### config.mk
export PLATFORM = sky130hd
export DESIGN_NAME = post_normalizer
export DESIGN_NICKNAME = d
export VERILOG_FILES = /design/src/rtl/post_normalizer.sv
export SDC_FILE = /design/constraint.sdc
export NUM_CORES = 1
export LEC_CHECK = 0
export ABC_AREA = 0
export BUFFER_PORTS_ARGS = -buffer_cell sky130_fd_sc_hd__buf_4
export CELL_PAD_IN_SITES_DETAIL_PLACEMENT = 1
export CELL_PAD_IN_SITES_GLOBAL_PLACEMENT = 1
export CORE_MARGIN = 10
export CORE_UTILIZATION = 48
export DETAILED_ROUTE_END_ITERATION = 10
export HOLD_SLACK_MARGIN = 0.05
export PLACE_DENSITY_LB_ADDON = 0.3
export SLEW_MARGIN = 20
export SYNTH_ARGS = -nofsm -noshare
export SYNTH_HDL_FRONTEND = slang
export SYNTH_SLANG_ARGS = --single-unit
export TNS_END_PERCENT = 10
### constraint.sdc
create_clock -name clk -period 8.4 [get_ports clk]
set_clock_uncertainty 0.1 [all_clocks]
set_input_delay 0.42 -clock clk [delete_from_list [all_inputs] [get_ports clk]]
set_output_delay 0.42 -clock clk [all_outputs]
set_load 0.02 [all_outputs]
### src/rtl/post_normalizer.sv
// Adder back end: align carry, normalize left, round to nearest-even and
// pack an IEEE-754 binary32 result with overflow/underflow/inexact flags.
module post_normalizer #(
    parameter int LSHIFT_MAX = 1
) (
    input  logic        clk,
    input  logic        rst_n,
    input  logic        in_valid,
    output logic        in_ready,
    input  logic        SumS,
    input  logic [7:0]  SumE,
    input  logic [27:0] SumM,
    output logic        out_valid,
    input  logic        out_ready,
    output logic [31:0] Result,
    output logic        ovf,
    output logic        unf,
    output logic        inexact
);

    typedef enum logic [2:0] {
        IDLE,
        ALIGN,
        NORM,
        ROUND,
        DONE
    } state_t;

    state_t      state_q, state_d;
    logic        s_q, s_d;
    logic [8:0]  e_q, e_d;
    logic [27:0] m_q, m_d;
    logic        zero_q, zero_d;
    logic [31:0] result_q, result_d;
    logic        ovf_q, ovf_d;
    logic        unf_q, unf_d;
    logic        inexact_q, inexact_d;

    logic [4:0]  lz;
    logic [8:0]  k;
    logic [27:0] m_al, m_sh;
    logic [8:0]  e_al, e_sh;
    logic        lsb, g, rs, inc;
    logic [24:0] mant_r;
    logic [23:0] mant_n;
    logic [8:0]  e_r;
    logic        tiny, ovf_r, inx_r;

    // Leading zeros counted from the hidden-bit position downwards.
    always_comb begin
        lz = 5'd27;
        for (int i = 0; i <= 26; i++) begin
            if (m_q[i]) lz = 5'(26 - i);
        end
    end

    always_comb begin
        k = 9'(LSHIFT_MAX);
        if ({4'b0, lz} < k) k = {4'b0, lz};
        if (e_q - 9'd1 < k) k = e_q - 9'd1;
        m_sh = m_q << k;
        e_sh = e_q - k;
        m_al = m_q;
        e_al = e_q;
        if (m_q[27]) begin
            m_al = {1'b0, m_q[27:2], m_q[1] | m_q[0]};
            e_al = e_q + 9'd1;
        end
    end

    always_comb begin
        lsb    = m_q[3];
        g      = m_q[2];
        rs     = m_q[1] | m_q[0];
        inc    = g & (rs | lsb);
        mant_r = {1'b0, m_q[26:3]} + {24'b0, inc};
        mant_n = mant_r[24] ? mant_r[24:1] : mant_r[23:0];
        e_r    = mant_r[24] ? e_q + 9'd1 : e_q;
        tiny   = ~m_q[26];
        inx_r  = g | rs;
        ovf_r  = mant_n[23] && (e_r >= 9'd255);
    end

    always_ff @(posedge clk or negedge rst_n) begin
        if (!rst_n) begin
            state_q <= IDLE;
        end else begin
            state_q <= state_d;
        end
    end

    always_comb begin
        state_d = state_q;
        case (state_q)
            IDLE: begin
                if (in_valid) state_d = ALIGN;
            end
            ALIGN: begin
                if (m_q == 28'd0) state_d = ROUND;
                else if (!m_al[26] && e_al > 9'd1) state_d = NORM;
                else state_d = ROUND;
            end
            NORM: begin
                if (m_sh[26] || e_sh == 9'd1) state_d = ROUND;
            end
            ROUND: state_d = DONE;
            DONE: begin
                if (out_ready) state_d = IDLE;
            end
            default: state_d = IDLE;
        endcase
    end

    always_comb begin
        s_d       = s_q;
        e_d       = e_q;
        m_d       = m_q;
        zero_d    = zero_q;
        result_d  = result_q;
        ovf_d     = ovf_q;
        unf_d     = unf_q;
        inexact_d = inexact_q;
        case (state_q)
            IDLE: begin
                if (in_valid) begin
                    s_d    = SumS;
                    e_d    = {1'b0, SumE};
                    m_d    = SumM;
                    zero_d = 1'b0;
                end
            end
            ALIGN: begin
                // Exact cancellation yields +0 under round-to-nearest-even.
                if (m_q == 28'd0) begin
                    zero_d = 1'b1;
                    s_d    = 1'b0;
                end else begin
                    m_d = m_al;
                    e_d = e_al;
                end
            end
            NORM: begin
                m_d = m_sh;
                e_d = e_sh;
            end
            ROUND: begin
                if (zero_q) begin
                    result_d  = 32'h0;
                    ovf_d     = 1'b0;
                    unf_d     = 1'b0;
                    inexact_d = 1'b0;
                end else if (ovf_r) begin
                    result_d  = {s_q, 8'hFF, 23'h0};
                    ovf_d     = 1'b1;
                    unf_d     = 1'b0;
                    inexact_d = 1'b1;
                end else begin
                    result_d  = {s_q, mant_n[23] ? e_r[7:0] : 8'h00,
                                 mant_n[22:0]};
                    ovf_d     = 1'b0;
                    unf_d     = tiny & inx_r;
                    inexact_d = inx_r;
                end
            end
            default: ;
        endcase
    end

    always_ff @(posedge clk or negedge rst_n) begin
        if (!rst_n) begin
            s_q       <= 1'b0;
            e_q       <= 9'd0;
            m_q       <= 28'd0;
            zero_q    <= 1'b0;
            result_q  <= 32'h0;
            ovf_q     <= 1'b0;
            unf_q     <= 1'b0;
            inexact_q <= 1'b0;
        end else begin
            s_q       <= s_d;
            e_q       <= e_d;
            m_q       <= m_d;
            zero_q    <= zero_d;
            result_q  <= result_d;
            ovf_q     <= ovf_d;
            unf_q     <= unf_d;
            inexact_q <= inexact_d;
        end
    end

    always_comb begin
        in_ready  = (state_q == IDLE);
        out_valid = (state_q == DONE);
        Result    = result_q;
        ovf       = ovf_q;
        unf       = unf_q;
        inexact   = inexact_q;
    end

endmodule

==> flow_summary.ini <==
[synthesis]
async_reset_ff_frac = 1.000
synth_top_family_by_area = compound AO/OA/AOI/OAI gates
syn_inst = 878
synth_edf_count = 0
seq_area_frac_synth = 0.2823
ys_types = 89
yosysWarnings = 0
synth_flop_cell = dfrtp_1
synth-xor-area-share = 0.05005
synth-simple-area-share = 0.2310
syn_avg_cell_area_um2 = 7.774
synth_area_um2 = 6825
synth_mux_area_frac = 0.06636
synthAdderAreaFrac = 0.02310
synth_compound_area_frac = 0.2838
synth-seq-cells = 77

[power]
p_leak_nw = 3.158
sw_frac_of_total = 0.5585
power.internal_mw = 1.775
p_comb_frac = 0.659
p_sw_mw = 2.245
seq_power_share = 0.237
p_per_area_nw_per_um2 = 519.4
vdd_drop_max_mv = 0.1941
power_frac_clock = 0.105

[routing]
wire_per_inst_um = 27.37
vias = 7586
final_antenna_net_count = 0
remaining_drc_errors = 0
viasPerCell = 6.998
first_iter_violations = 925
routed_wl_mm = 29.67
dr.pass1.iters = 8

[place]
hpwl_mm = 21.22
gp_congestion = 0.9630
place_inst = 1067
numPortBuffers = 77

[grt]
grt_pass1_vias = 7616
antenna_found_initial = 0
grt_max_degree = 54
grt_first_pass_wirelength_mm = 46.20
grtUsageTotal = 0.2949
overflow = 0

[floorplanning]
die_area_um2 = 19390
row_count = 43
core_area_um2 = 13880
start_util = 0.4917
io_pins = 78
die_w_um = 139.2
fp.dieH_um = 139.2

[timing]
fin_tns_setup_ns = 0
finalHoldViolations = 0
max_slew_margin = 0.2374
rsz0062_at_grt = no
layout_min_cycle_time_ns = 6.966
min_period_over_period = 0.8293
maxSlewViolCount = 0
hold_slack_ns = 0.1890
finalSetupViolations = 0
tightestPinTransition_ns = 1.144
timing.fmax_mhz = 143.6

[worst_setup_path]
crit_path_max_incr_delay_ns = 0.72
reg2reg_depth = 17
crit_start = e_q[1]$_DFFE_PN0P_
crit_top_cell = ha_1
critPathCaptureType = flip-flop
cp.arrival_ns = 7.13
crit_path_end = state_q[0]$_DFFE_PN0P_
cp_slowest_cell = clkinv_1
worst_r2r_endpoint = state_q[0]$_DFFE_PN0P_
regToRegStartpoint = e_q[1]$_DFFE_PN0P_
critical_path_peak_fanout = 17
r2r_slack_ns = 1.43
start_kind = flip-flop
crit_required_ns = 8.57
crit_chain = inv_1, ha_1, xnor2_1, clkinv_1, ha_1, a21o_1, a22oi_4, and3_4, and3_1, clkinv_1, ha_1, inv_1, a311oi_1, o31ai_1, o41a_1, or4_1, o41ai_2
worstSetupPathType = reg2reg

[run_status]
status = complete, no violations

[layout]
drive_gt1_frac = 0.1637
final_common_cell = nand2_1
postLayoutCoreUtil = 0.5576
final_cells = 1084
diodes = 0
mostFrequentLayoutCells = nand2_1 (101), buf_4 (94), nor2_1 (91)
fin_nets = 952
syn_to_final_growth_pct = 13.40

[clock_network]
cts.repair.resized = 0
cts_max_level = 3
cts_buffer_depth = 2
cts-root-buf = clkbuf_16
cts_sinks = 77
cts_buffers = 9
cts.clk_slew.worst_paths_ns = 0.08
cts_tree = yes
insertion_delay_ns = 0.36

[worst_hold_path]
hold_class = in2reg

[flow_run]
maxCapViolCount = 0
-- worst min-delay path by stage --
stage | start | cells past startpoint | slack (ns) | to
after floorplan | rst_n | 0 | 0.02 | Result[0]$_DFFE_PN0P_
after global placement | rst_n | 1 | 0.26 | Result[27]$_DFFE_PN0P_
after detailed placement | rst_n | 1 | 0.27 | Result[27]$_DFFE_PN0P_
after CTS | out_ready | 2 | 0.20 | state_q[2]$_DFFE_PN0P_
after global routing | out_ready | 2 | 0.19 | state_q[2]$_DFFE_PN0P_
final | out_ready | 2 | 0.19 | state_q[2]$_DFFE_PN0P_
-- cell families after synthesis --
kind of cell | Yosys count
other cells | 1
compound gates | 277
buf+inv | 107
xor+xnor | 39
simple gates | 328
fa+ha+maj | 12
mux | 37
flops | 77
-- worst max-delay path: cells and delay by family (launching register included) --
family | cells | cell delay [ns]
buffers and inverters | 4 | 1.45
and+or+nand+nor | 3 | 1.50
AOI/OAI and AO/OA | 6 | 1.36
xor gates and xnor gates | 1 | 0.66
DFF | 1 | 0.57
adders and majority gates | 3 | 1.24
-- sequential cells by signal, summed over array words and instances (netlist names) --
name and cells:
Result 32, m_q 28, e_q 9, state_q 3, inexact 1, ovf 1, s_q 1, unf 1
zero_q 1
-- repair_timing --
action | CTS | global route
hold endpoints to repair | 24 | 0
setup buffers | 0 | 0
hold buffers | 1 | 0
-- synthesized netlist by cell type, drive strengths merged (7+ instances only) --
library cell / n / area share
nand2: 102 / 0.056
nor2: 94 / 0.052
dfrtp: 77 / 0.28
o21ai: 77 / 0.056
clkbuf: 64 / 0.035
a21oi: 46 / 0.034
nand3: 33 / 0.026
mux2i: 25 / 0.037
buf: 24 / 0.017
nor3: 22 / 0.019
xnor2: 20 / 0.026
xor2: 19 / 0.024
inv: 17 / 0.0093
a221oi: 16 / 0.021
nor4: 12 / 0.012
o22ai: 12 / 0.011
a221o: 11 / 0.016
ha: 11 / 0.020
a211oi: 10 / 0.011
o211ai: 10 / 0.011
o21a: 10 / 0.011
and3: 9 / 0.0090
nand4: 9 / 0.0082
nor2b: 8 / 0.0073
or3: 7 / 0.0064
-- routing by layer --
metal,vias up,share of wire,track usage
li1,3283,-,-
met1,3770,0.42,0.3848
met2,455,0.45,0.4538
met3,78,0.096,0.06873
met4,0,0.037,0.1312
met5,-,0,0
-- per-stage QoR --
| stage | cell area [um2] | total power, mW | setup WS [ns] |
|---|---|---|---|
| final | 7740 | 4.020 | 1.434 |
| after global routing | 7740 | 4.248 | 1.065 |
| after CTS | 7740 | 3.935 | 1.681 |
| after detailed placement | 7421 | 3.489 | 1.741 |
| after global placement | 7421 | 3.400 | 2.106 |
| after floorplan | 6837 | 2.594 | 3.128 |
-- layout make-up --
| cell class | count | area, um2 |
|---|---|---|
| well taps | 180 | 225.2 |
| flip-flops and latches | 77 | 1927 |
| multi-input cells | 697 | 4492 |
| inverters | 19 | 71.32 |
| clock buffers | 11 | 252.7 |
| fillers | 1707 | 6141 |
| repair buffers | 95 | 715.7 |
| clock inverters | 5 | 56.30 |
-- power by group through the flow --
stage / combinational, mW / clock [mW] / sequential, mW
floorplan: 1.85 / 0 / 0.744
global placement: 2.48 / 0 / 0.922
detailed placement: 2.55 / 0 / 0.938
CTS: 2.58 / 0.423 / 0.932
global route: 2.83 / 0.439 / 0.973
finish: 2.65 / 0.421 / 0.951
Power figures use the tool's default switching activity.
